--- config.mk ---
export PLATFORM = sky130hd
export DESIGN_NAME = vga_timing_detect
export DESIGN_NICKNAME = d
export VERILOG_FILES = /design/src/rtl/vga_timing_detect.sv
export SDC_FILE = /design/constraint.sdc
export NUM_CORES = 1
export LEC_CHECK = 0
export CAP_MARGIN = 5
export CORE_MARGIN = 2
export CORE_UTILIZATION = 52
export DETAILED_ROUTE_END_ITERATION = 12
export DONT_BUFFER_PORTS = 1
export PLACE_DENSITY = 0.75
export SLEW_MARGIN = 10
export SYNTH_ARGS = -nofsm -noshare
export SYNTH_HDL_FRONTEND = slang
export SYNTH_SLANG_ARGS = --single-unit
--- constraint.sdc ---
create_clock -name clk_pixel -period 8.6 [get_ports clk_pixel]
set_clock_uncertainty 0.2 [all_clocks]
set_input_delay 1.72 -clock clk_pixel [delete_from_list [all_inputs] [get_ports clk_pixel]]
set_output_delay 1.72 -clock clk_pixel [all_outputs]
set_load 0.03 [all_outputs]
--- src/rtl/vga_timing_detect.sv ---
// Receive-side VGA mode detector: measures hsync/vsync periods, sync widths and
// polarities against the pixel clock and raises locked once the mode is stable.
module vga_timing_detect #(
  parameter int CNT_W       = 12,
  parameter int LOCK_FRAMES = 2
) (
  input  logic             clk_pixel,
  input  logic             reset,
  input  logic             hsync_in,
  input  logic             vsync_in,
  output logic [CNT_W-1:0] h_total,
  output logic [CNT_W-1:0] h_sync_width,
  output logic             hsync_pol,
  output logic [CNT_W-1:0] v_total,
  output logic [CNT_W-1:0] v_sync_width,
  output logic             vsync_pol,
  output logic             locked,
  output logic             frame_strobe
);

  localparam int MW = (LOCK_FRAMES > 1) ? $clog2(LOCK_FRAMES) : 1;
  localparam int LOCK_TGT_I = LOCK_FRAMES - 1;
  localparam logic [MW:0] LOCK_TGT = LOCK_TGT_I[MW:0];
  localparam logic [CNT_W-1:0] CNT_MAX = '1;
  localparam logic [CNT_W-1:0] CNT_ONE = CNT_W'(1);

  typedef enum logic [1:0] {
    S_SEARCH,
    S_CONFIRM,
    S_LOCKED
  } state_t;

  // Bit 0 carries hsync, bit 1 carries vsync through identical front ends.
  logic [1:0] w_raw;
  logic [1:0] r_s1;
  logic [1:0] r_s2;
  logic [1:0] r_d;
  logic [1:0] r_arm;
  logic [1:0] r_rise;
  logic [1:0] r_fill;

  assign w_raw = {vsync_in, hsync_in};

  // An edge is only reported once the synchronized input has really been low
  // after reset, so a sync already active at reset release is not a rise.
  always_ff @(posedge clk_pixel) begin
    if (reset) begin
      r_s1   <= '0;
      r_s2   <= '0;
      r_d    <= '0;
      r_arm  <= '0;
      r_rise <= '0;
      r_fill <= '0;
    end else begin
      r_s1 <= w_raw;
      r_s2 <= r_s1;
      r_d  <= r_s2;
      if (r_fill != 2'd2) r_fill <= r_fill + 2'd1;
      for (int i = 0; i < 2; i++) begin
        if (r_fill == 2'd2 && !r_s2[i]) r_arm[i] <= 1'b1;
        r_rise[i] <= r_s2[i] & ~r_d[i] & r_arm[i];
      end
    end
  end

  logic w_hs_rise;
  logic w_vs_rise;
  logic w_hs_sync;
  logic w_vs_sync;

  assign w_hs_rise = r_rise[0];
  assign w_vs_rise = r_rise[1];
  assign w_hs_sync = r_d[0];
  assign w_vs_sync = r_d[1];

  logic [CNT_W-1:0] r_h_cnt;
  logic [CNT_W-1:0] r_h_hi;
  logic             r_h_started;
  logic [CNT_W-1:0] r_h_total;
  logic [CNT_W-1:0] r_h_sync_width;
  logic             r_hsync_pol;

  logic [CNT_W-1:0] r_v_cnt;
  logic [CNT_W-1:0] r_v_hi;
  logic             r_v_started;
  logic [CNT_W-1:0] r_v_total;
  logic [CNT_W-1:0] r_v_sync_width;
  logic             r_vsync_pol;
  logic             r_frame_strobe;

  logic w_h_sat;
  logic w_v_sat;
  logic w_timeout;

  assign w_h_sat = (r_h_cnt == CNT_MAX);
  assign w_v_sat = (r_v_cnt == CNT_MAX);
  // A rise arriving while saturated ends the stall, so it is not a timeout.
  assign w_timeout = (w_h_sat & ~w_hs_rise) | w_v_sat;

  logic [CNT_W:0]   w_h_period;
  logic [CNT_W:0]   w_h_high;
  logic             w_h_pol;
  logic [CNT_W-1:0] w_h_width;

  assign w_h_period = {1'b0, r_h_cnt} + {{CNT_W{1'b0}}, 1'b1};
  assign w_h_high   = {1'b0, r_h_hi};
  assign w_h_pol    = ({r_h_hi, 1'b0} < w_h_period);
  assign w_h_width  = w_h_pol ? r_h_hi : CNT_W'(w_h_period - w_h_high);

  logic [CNT_W:0]   w_v_len;
  logic [CNT_W:0]   w_v_high;
  logic             w_v_pol;
  logic [CNT_W-1:0] w_v_width;
  logic             w_v_capture;

  assign w_v_len     = {1'b0, r_v_cnt};
  assign w_v_high    = {1'b0, r_v_hi};
  assign w_v_pol     = ({r_v_hi, 1'b0} < w_v_len);
  assign w_v_width   = w_v_pol ? r_v_hi : CNT_W'(w_v_len - w_v_high);
  assign w_v_capture = w_vs_rise & r_v_started & ~w_timeout;

  always_ff @(posedge clk_pixel) begin
    if (reset) begin
      r_h_cnt        <= '0;
      r_h_hi         <= '0;
      r_h_started    <= 1'b0;
      r_h_total      <= '0;
      r_h_sync_width <= '0;
      r_hsync_pol    <= 1'b0;
    end else begin
      if (w_hs_rise) begin
        if (r_h_started && !w_h_sat) begin
          r_h_total      <= w_h_period[CNT_W-1:0];
          r_h_sync_width <= w_h_width;
          r_hsync_pol    <= w_h_pol;
        end
        r_h_cnt     <= '0;
        r_h_hi      <= CNT_ONE;
        r_h_started <= 1'b1;
      end else begin
        if (!w_h_sat) r_h_cnt <= r_h_cnt + CNT_ONE;
        if (w_hs_sync && r_h_hi != CNT_MAX) r_h_hi <= r_h_hi + CNT_ONE;
      end
      if (w_timeout) begin
        r_h_started    <= 1'b0;
        r_h_total      <= '0;
        r_h_sync_width <= '0;
        r_hsync_pol    <= 1'b0;
      end
    end
  end

  // A coincident hsync edge belongs to the new frame, not the one being closed.
  always_ff @(posedge clk_pixel) begin
    if (reset) begin
      r_v_cnt        <= '0;
      r_v_hi         <= '0;
      r_v_started    <= 1'b0;
      r_v_total      <= '0;
      r_v_sync_width <= '0;
      r_vsync_pol    <= 1'b0;
      r_frame_strobe <= 1'b0;
    end else begin
      r_frame_strobe <= 1'b0;
      if (w_vs_rise) begin
        if (w_v_capture) begin
          r_v_total      <= r_v_cnt;
          r_v_sync_width <= w_v_width;
          r_vsync_pol    <= w_v_pol;
          r_frame_strobe <= 1'b1;
        end
        r_v_started <= 1'b1;
        if (w_hs_rise) begin
          r_v_cnt <= CNT_ONE;
          r_v_hi  <= w_vs_sync ? CNT_ONE : '0;
        end else begin
          r_v_cnt <= '0;
          r_v_hi  <= '0;
        end
      end else if (w_hs_rise) begin
        if (!w_v_sat) r_v_cnt <= r_v_cnt + CNT_ONE;
        if (w_vs_sync && r_v_hi != CNT_MAX) r_v_hi <= r_v_hi + CNT_ONE;
      end
      if (w_timeout) begin
        r_v_started    <= 1'b0;
        r_v_cnt        <= '0;
        r_v_hi         <= '0;
        r_v_total      <= '0;
        r_v_sync_width <= '0;
        r_vsync_pol    <= 1'b0;
        r_frame_strobe <= 1'b0;
      end
    end
  end

  state_t           r_state;
  logic [MW-1:0]    r_match_cnt;
  logic             r_have_prev;
  logic             r_locked;
  logic [CNT_W-1:0] r_prev_h_total;
  logic [CNT_W-1:0] r_prev_v_total;
  logic             r_prev_hpol;
  logic             r_prev_vpol;
  logic             w_match;
  logic [MW:0]      w_cnt_inc;

  assign w_match = r_have_prev
                 && (r_prev_h_total == r_h_total)
                 && (r_prev_v_total == r_v_cnt)
                 && (r_prev_hpol == r_hsync_pol)
                 && (r_prev_vpol == w_v_pol);
  assign w_cnt_inc = {1'b0, r_match_cnt} + {{MW{1'b0}}, 1'b1};

  always_ff @(posedge clk_pixel) begin
    if (reset) begin
      r_state        <= S_SEARCH;
      r_match_cnt    <= '0;
      r_have_prev    <= 1'b0;
      r_locked       <= 1'b0;
      r_prev_h_total <= '0;
      r_prev_v_total <= '0;
      r_prev_hpol    <= 1'b0;
      r_prev_vpol    <= 1'b0;
    end else if (w_timeout) begin
      r_state     <= S_SEARCH;
      r_match_cnt <= '0;
      r_have_prev <= 1'b0;
      r_locked    <= 1'b0;
    end else if (w_v_capture) begin
      r_prev_h_total <= r_h_total;
      r_prev_v_total <= r_v_cnt;
      r_prev_hpol    <= r_hsync_pol;
      r_prev_vpol    <= w_v_pol;
      r_have_prev    <= 1'b1;
      if (!r_have_prev) begin
        r_state     <= S_CONFIRM;
        r_match_cnt <= '0;
        r_locked    <= 1'b0;
      end else if (w_match) begin
        if (r_state == S_LOCKED || w_cnt_inc >= LOCK_TGT) begin
          r_state     <= S_LOCKED;
          r_locked    <= 1'b1;
          r_match_cnt <= LOCK_TGT[MW-1:0];
        end else begin
          r_state     <= S_CONFIRM;
          r_locked    <= 1'b0;
          r_match_cnt <= w_cnt_inc[MW-1:0];
        end
      end else begin
        r_state     <= S_SEARCH;
        r_match_cnt <= '0;
        r_locked    <= 1'b0;
      end
    end
  end

  assign h_total      = r_h_total;
  assign h_sync_width = r_h_sync_width;
  assign hsync_pol    = r_hsync_pol;
  assign v_total      = r_v_total;
  assign v_sync_width = r_v_sync_width;
  assign vsync_pol    = r_vsync_pol;
  assign locked       = r_locked;
  assign frame_strobe = r_frame_strobe;

endmodule

==> metrics, run 1 <==
outcome completed; final period utilization between 40% and 50%; Syn Std Cell Area approximately 0.0073 sq mm; post-route setup slack 4.84 ns; Routed Wire Length 17000 microns; total power 0.00152 W; H-tree depth 4; Highest Clock Rate 266 MHz; Hold Path Origin r_s1[1]; initial antenna violation count 0; FF-to-FF path depth 8; total number of vias 6016; root buffer cell clkbuf_16; DP Wirelength 12000 microns; ant diodes 0; Worst Setup SP r_h_cnt[3]; Syn Inst Count 886; Final Util 57.9%; initial core utilization 52.9%; syn avg cell area 8.25 sq um; number of global-route vias before repair 5478; pin count of the biggest net entering global routing 48; antenna viol nets, final 0; GPL Wtd Cong 0.935; register-to-register setup slack 4.84 ns; Die Wd 123 microns; Ports 56; routed vias/inst roughly 5.7; WL per Instance 16.1 microns; Worst Hold Endpoint r_s2[1]; Least-Margin Pin Slew 1.03 ns; Die H 123 microns; Final #Nets 918; final setup vio count 0; Clk Latency, worst-skew pair 0.42 ns; Seq/Total Area, Yosys 38.6%; Setup WS pre-CTS 4.92 ns; CP Class flop to flop; Post-synth EDFFs 0; Pre-antenna DRT Iters 5; Post-CTS Setup Inserts 0; worst rel slew slack 31.4%; post-CTS sizing 0; CTS tree done; Yosys reg bits 141; Die ar. about 0.015 sq mm; Worst R2R Start r_h_cnt[3]; WP data required 8.71 ns; row count 43; DRT iter0 DRCs 437; ratio of cells with drive above 1 in the final layout 5.68%; Clock transition at path regs 0.06 ns; DRC viols 0; top_reg_cell synth dfxtp_1; first-pass GRT wire length 27500 microns; GRT Residual Overflow 0; min Tclk post-route 3.76 ns; Area growth syn-to-layout 9.62%; Critical Path AT 3.86 ns; Final Max Slew Viols 0; setup TNS 0 ns; Core ar. 0.0138 sq mm; Bufs on Longest Clock Path 2; port bufs 0; leakage dissipation 3.09 nW; hold crit path type flop to flop; yosys warns 0; PwrDens 189 mW/mm^2; final hold vios 0; CP startpoint kind flop; critical path peak fanout 41; Min-Delay Path Depth 1; ys async rst share 0%; maximum vdd drop roughly 130 uV; GRT Resource Usage Total 23.6%; Max-Cap Viols 0; clock tree sinks 141; total CTS buffers 17; nature of the critical path endpoint flop; reg2reg end v_sync_width[10]; post-synthesis net count 936; # hold bufs at CTS 0; Yosys cell types 57; RSZ-0062 raised after global routing false
[flip-flops by register name, summed over array words and instances, names as in the netlist, 12 cells and up]
signal	cells
h_sync_width	12
h_total	12
r_h_cnt	12
r_h_hi	12
r_prev_h_total	12
r_prev_v_total	12
r_v_cnt	12
r_v_hi	12
v_sync_width	12
v_total	12
[power breakdown]
part,leakage (nW),internal [W],switching [W]
Combinational,1.66,0.0000385,0.0000536
Sequential,1.14,0.000664,0.00000767
Clock,0.292,0.000463,0.000288
Total,3.09,0.00117,0.000349
[worst max-delay path by stage]
stage                       endpoint  slack [ns]  cells past startpoint
global placement    v_sync_width[10]        4.99                      8
global route        v_sync_width[10]        4.38                      8
detailed placement  v_sync_width[10]        4.92                      8
finish              v_sync_width[10]        4.84                      8
floorplan                 h_total[1]        5.48                      6
CTS                 v_sync_width[10]        4.88                      8
[metrics by stage]
step	hold WS, ns	instance area, sq um	std cells
global route	0.253	8010	1061
finish	0.234	8010	1061
global placement	0.217	7410	1029
detailed placement	0.224	7410	1029
CTS	0.237	8010	1061
floorplan	0.214	7310	886
[metal layers]
layer | up-vias | share of wire [%] | GRT usage, % | wire length (microns)
met5 | - | 0 | 0 | 0
met2 | 153 | 46 | 37.3 | 7830
li1 | 3031 | - | - | -
met4 | 0 | 1.6 | 7.97 | 266
met1 | 2809 | 47 | 31.6 | 7970
met3 | 23 | 5.8 | 5.81 | 989
[cell type report]
cell class | instances | area (sq um)
clock buffers | 18 | 439
clock inverters | 14 | 168
fillers | 1221 | 5810
inverters | 57 | 214
multi-input cells | 648 | 4120
flip-flops and latches | 141 | 2820
well taps | 180 | 225
repair buffers | 3 | 22.5
[critical path, stage by stage, from the launching register on]
cell,delay (ns)
dfxtp_1,0.44
nand4_4,0.16
nor3_1,0.23
nand4_1,0.64
o22ai_1,0.66
or2_2,0.77
nor2_1,0.17
a41oi_1,0.25
o21ai_0,0.10
[Yosys cell counts (all sizes together), types with 21 or more instances]
library cell,count,area share [%]
xor2,25,3.0
inv,57,2.9
xnor2,55,6.6
ha,44,7.5
o21ai,34,2.3
clkbuf,37,1.9
a21oi,93,6.4
dfxtp,141,39
nand2,99,5.1
nand4,21,2.0
nor2,94,4.9
nor3,23,1.6
[cells in the final DEF (no fill, tap or decap), types with 4 or more instances in the layout]
cell	netlist	layout
nand2_1	98	98
or2_2	4	4
nor4_1	6	6
nor3_1	23	23
clkbuf_16	0	17
inv_1	57	57
and2_1	4	4
clkinv_2	0	4
dfxtp_1	141	141
a31oi_1	6	6
nand4_1	20	20
and3_1	6	6
xor2_1	25	25
nand3_1	19	19
nor2b_1	12	11
nand2b_1	5	5
a21o_1	4	4
o21ai_0	34	34
or3_1	10	10
ha_1	44	44
a21oi_1	93	93
a211oi_1	20	20
mux2i_1	16	16
o21a_1	5	5
xnor2_1	55	55
nor2_1	92	92
[logic make-up after synthesis]
group | share of synthesized area, %
adders and majority gates | 8.22
DFF | 38.6
xor gates and xnor gates | 9.89
muxes | 2.50
AOI/OAI and AO/OA | 15.7
and+or+nand+nor | 19.9
buffers and inverters | 5.10
Power figures use the tool's default switching activity.
==> inputs of run 2 (changes only) <==
Settings changed: PLACE_DENSITY 0.75 to 0.78.
Clock period 8.6 ns to 3.3 ns, I/O delays scaled along.
==> run 2 against run 1 <==
Net effect:
- setup slack got worse by 4.7 ns
- final cell count rose by 3.0%
- critical path depth rose by 4
- clock-buffer cell count did not move
- clock power rose to 2.8 times the previous value
- via count rose by 1.9%
- register-to-register slack got worse by 4.7 ns
- sequential cell count did not move
- die area did not move
- utilization rose by 2.5 points
- hold slack got worse by 0.12 ns
- combinational power rose to 2.9 times the previous value
- largest power group unchanged
- highest routed layer unchanged
==> metrics, run 2 (synthesized netlist as in run 1, its figures left out) <==
total CTS buffers 17 (unchanged); ratio of cells with drive above 1 in the final layout 9.97% (was 5.68%); final setup vio count 0 (unchanged); final hold vios 0 (unchanged); leakage dissipation 3.28 nW (was 3.09 nW); number of global-route vias before repair 5821 (was 5478); WL per Instance 16.3 microns (was 16.1 microns); Logic pwr share 6.5% (was 6.1%); clock tree sinks 141 (unchanged); Highest Clock Rate 318 MHz (was 266 MHz); min Tclk post-route 3.14 ns (was 3.76 ns); Pre-antenna DRT Iters 5 (unchanged); outcome completed (unchanged); Area growth syn-to-layout 14.4% (was 9.62%); Bufs on Longest Clock Path 2 (unchanged); nature of the critical path endpoint flop (unchanged); Final Non-Filler Cells 1093 (was 1061); RSZ-0062 raised after global routing false (unchanged); Max-Cap Viols 0 (unchanged); GRT Resource Usage Total 24.7% (was 23.6%); Worst Hold Endpoint r_s1[1] (was r_s2[1]); FF-to-FF path depth 12 (was 8); CTS tree done (unchanged); Least-Margin Pin Slew 1.03 ns (about the same); antenna viol nets, final 0 (unchanged); Critical Path AT 3.31 ns (was 3.86 ns); initial antenna violation count 0 (unchanged); hold crit path type input port to flop (was flop to flop); initial core utilization 52.9% (unchanged); total number of vias 6128 (was 6016); Clock transition at path regs 0.06 ns (about the same); clock group share of total power 50.6% (was 49.6%); FILL cells 1124 (was 1221); port bufs 0 (unchanged); Sw Pwr 0.000960 W (was 0.000349 W); Final #Nets 950 (was 918); CP startpoint kind flop (unchanged); Worst R2R Start r_h_cnt[1] (was r_h_cnt[3]); Routed Wire Length 17800 microns (was 17000 microns); PwrDens 489 mW/mm^2 (was 189 mW/mm^2); first-pass GRT wire length 28900 microns (was 27500 microns); setup TNS 0 ns (unchanged); H-tree depth 4 (unchanged); GPL Wtd Cong 0.913 (was 0.935); Core ar. 0.0138 sq mm (unchanged); Die Wd 123 microns (unchanged); most common cell after layout, fill and taps aside dfxtp_1 (unchanged); most frequent cells in the layout 137 x dfxtp_1, 98 x nand2_1, 92 x a21oi_1 (was 141 x dfxtp_1, 98 x nand2_1, 93 x a21oi_1); row count 43 (unchanged); Min-Delay Path Depth 1 (unchanged); internal power 0.00313 W (was 0.00117 W); CP Class flop to flop (unchanged); Placed Cells incl. Taps 1060 (was 1029); WP data required 3.47 ns (was 8.71 ns); routed vias/inst 5.61 (was 5.67); # hold bufs at CTS 0 (unchanged); register-to-register setup slack 0.16 ns (was 4.84 ns); DP Wirelength 12600 microns (was 12000 microns); DRC viols 0 (unchanged); Ports 56 (unchanged); GRT Residual Overflow 0 (unchanged); Final Max Slew Viols 0 (unchanged); Die H 123 microns (unchanged); Die ar. 0.0150 sq mm (unchanged); pin count of the biggest net entering global routing 45 (was 48); Switching Share 23.5% (was 23.0%); root buffer cell clkbuf_16 (unchanged); maximum vdd drop 404 uV (was 132 uV); critical path peak fanout 6 (was 41); Seq pwr share 42.8% (was 44.3%); DRT iter0 DRCs 410 (was 437); Hold Path Origin reset (was r_s1[1]); final period utilization 95.2% (was 43.7%); worst rel slew slack 30.9% (was 31.4%); Clk Latency, worst-skew pair 0.43 ns (was 0.42 ns); reg2reg end h_sync_width[0] (was v_sync_width[10]); ant diodes 0 (unchanged)
-- run 2: worst max path at each step --
stage	from	endpoint	slack, ns	cells after the start
after global routing	r_h_cnt[1]	h_sync_width[0]	0.002	12
final	r_h_cnt[1]	h_sync_width[0]	0.16	12
after CTS	r_h_cnt[0]	h_sync_width[0]	0.04	12
after global placement	r_h_cnt[1]	h_sync_width[0]	0.15	12
after detailed placement	r_h_cnt[1]	h_sync_width[0]	0.07	12
after floorplan	r_h_cnt[0]	h_sync_width[0]	0.24	12
-- run 2: per-stage QoR --
step / utilization, % / total power (W) / cell area [sq um] / hold WS, ns / worst slack, ns
4_1_cts: 59.9 / 0.00409 / 8290 / 0.0961 / 0.0429
2_1_floorplan: - / 0.00199 / 7310 / 0.214 / 0.236
3_3_place_gp: 55.3 / 0.00203 / 7650 / 0.217 / 0.150
6_report: 60.5 / 0.00409 / 8360 / 0.112 / 0.159
3_5_place_dp: 55.3 / 0.00204 / 7650 / 0.222 / 0.0743
5_1_grt: 60.5 / 0.00422 / 8360 / 0.0901 / 0.00236
-- run 2: timing repair --
item                                    CTS  global route
buffers inserted                          0             1
endpoints found under the setup margin    0            11
resized for setup                         0            15
-- run 2: critical path, cell delays in order, from the launching register on --
cell and delay, ns:
dfxtp_2 0.38, ha_4 0.18, nand3_1 0.14, xor2_2 0.20, ha_1 0.31, nand2_1 0.05
o21ai_0 0.12, o21ai_0 0.10, a311o_1 0.40, a221oi_4 0.37, nor2_2 0.14, or4_1 0.41
nand3_1 0.09
-- run 2: power groups by stage --
| stage | sequential, W | clock, W | combinational, W |
|---|---|---|---|
| after global routing | 0.00175 | 0.00217 | 0.000302 |
| after floorplan | 0.00178 | 0 | 0.000206 |
| after detailed placement | 0.00178 | 0 | 0.000254 |
| final | 0.00175 | 0.00207 | 0.000268 |
| after CTS | 0.00175 | 0.00209 | 0.000258 |
| after global placement | 0.00178 | 0 | 0.000249 |
-- run 2: final cells by class --
class	instances	area, sq um	share of cell area (%)
multi-input combinational	648	4180	50.0
sequential	141	2830	33.8
clock buffer	18	429	5.13
timing repair buffer	35	275	3.29
tap	180	225	2.69
inverter	57	214	2.56
clock inverter	14	206	2.47
-- run 2: per-layer routing --
metal / GRT usage [%] / part of all wire, % / up-vias
li1: - / - / 3093
met1: 31.5 / 45 / 2840
met2: 41.0 / 48 / 167
met3: 5.76 / 5.0 / 28
met4: 8.62 / 2.2 / 0
met5: 0 / 0 / -
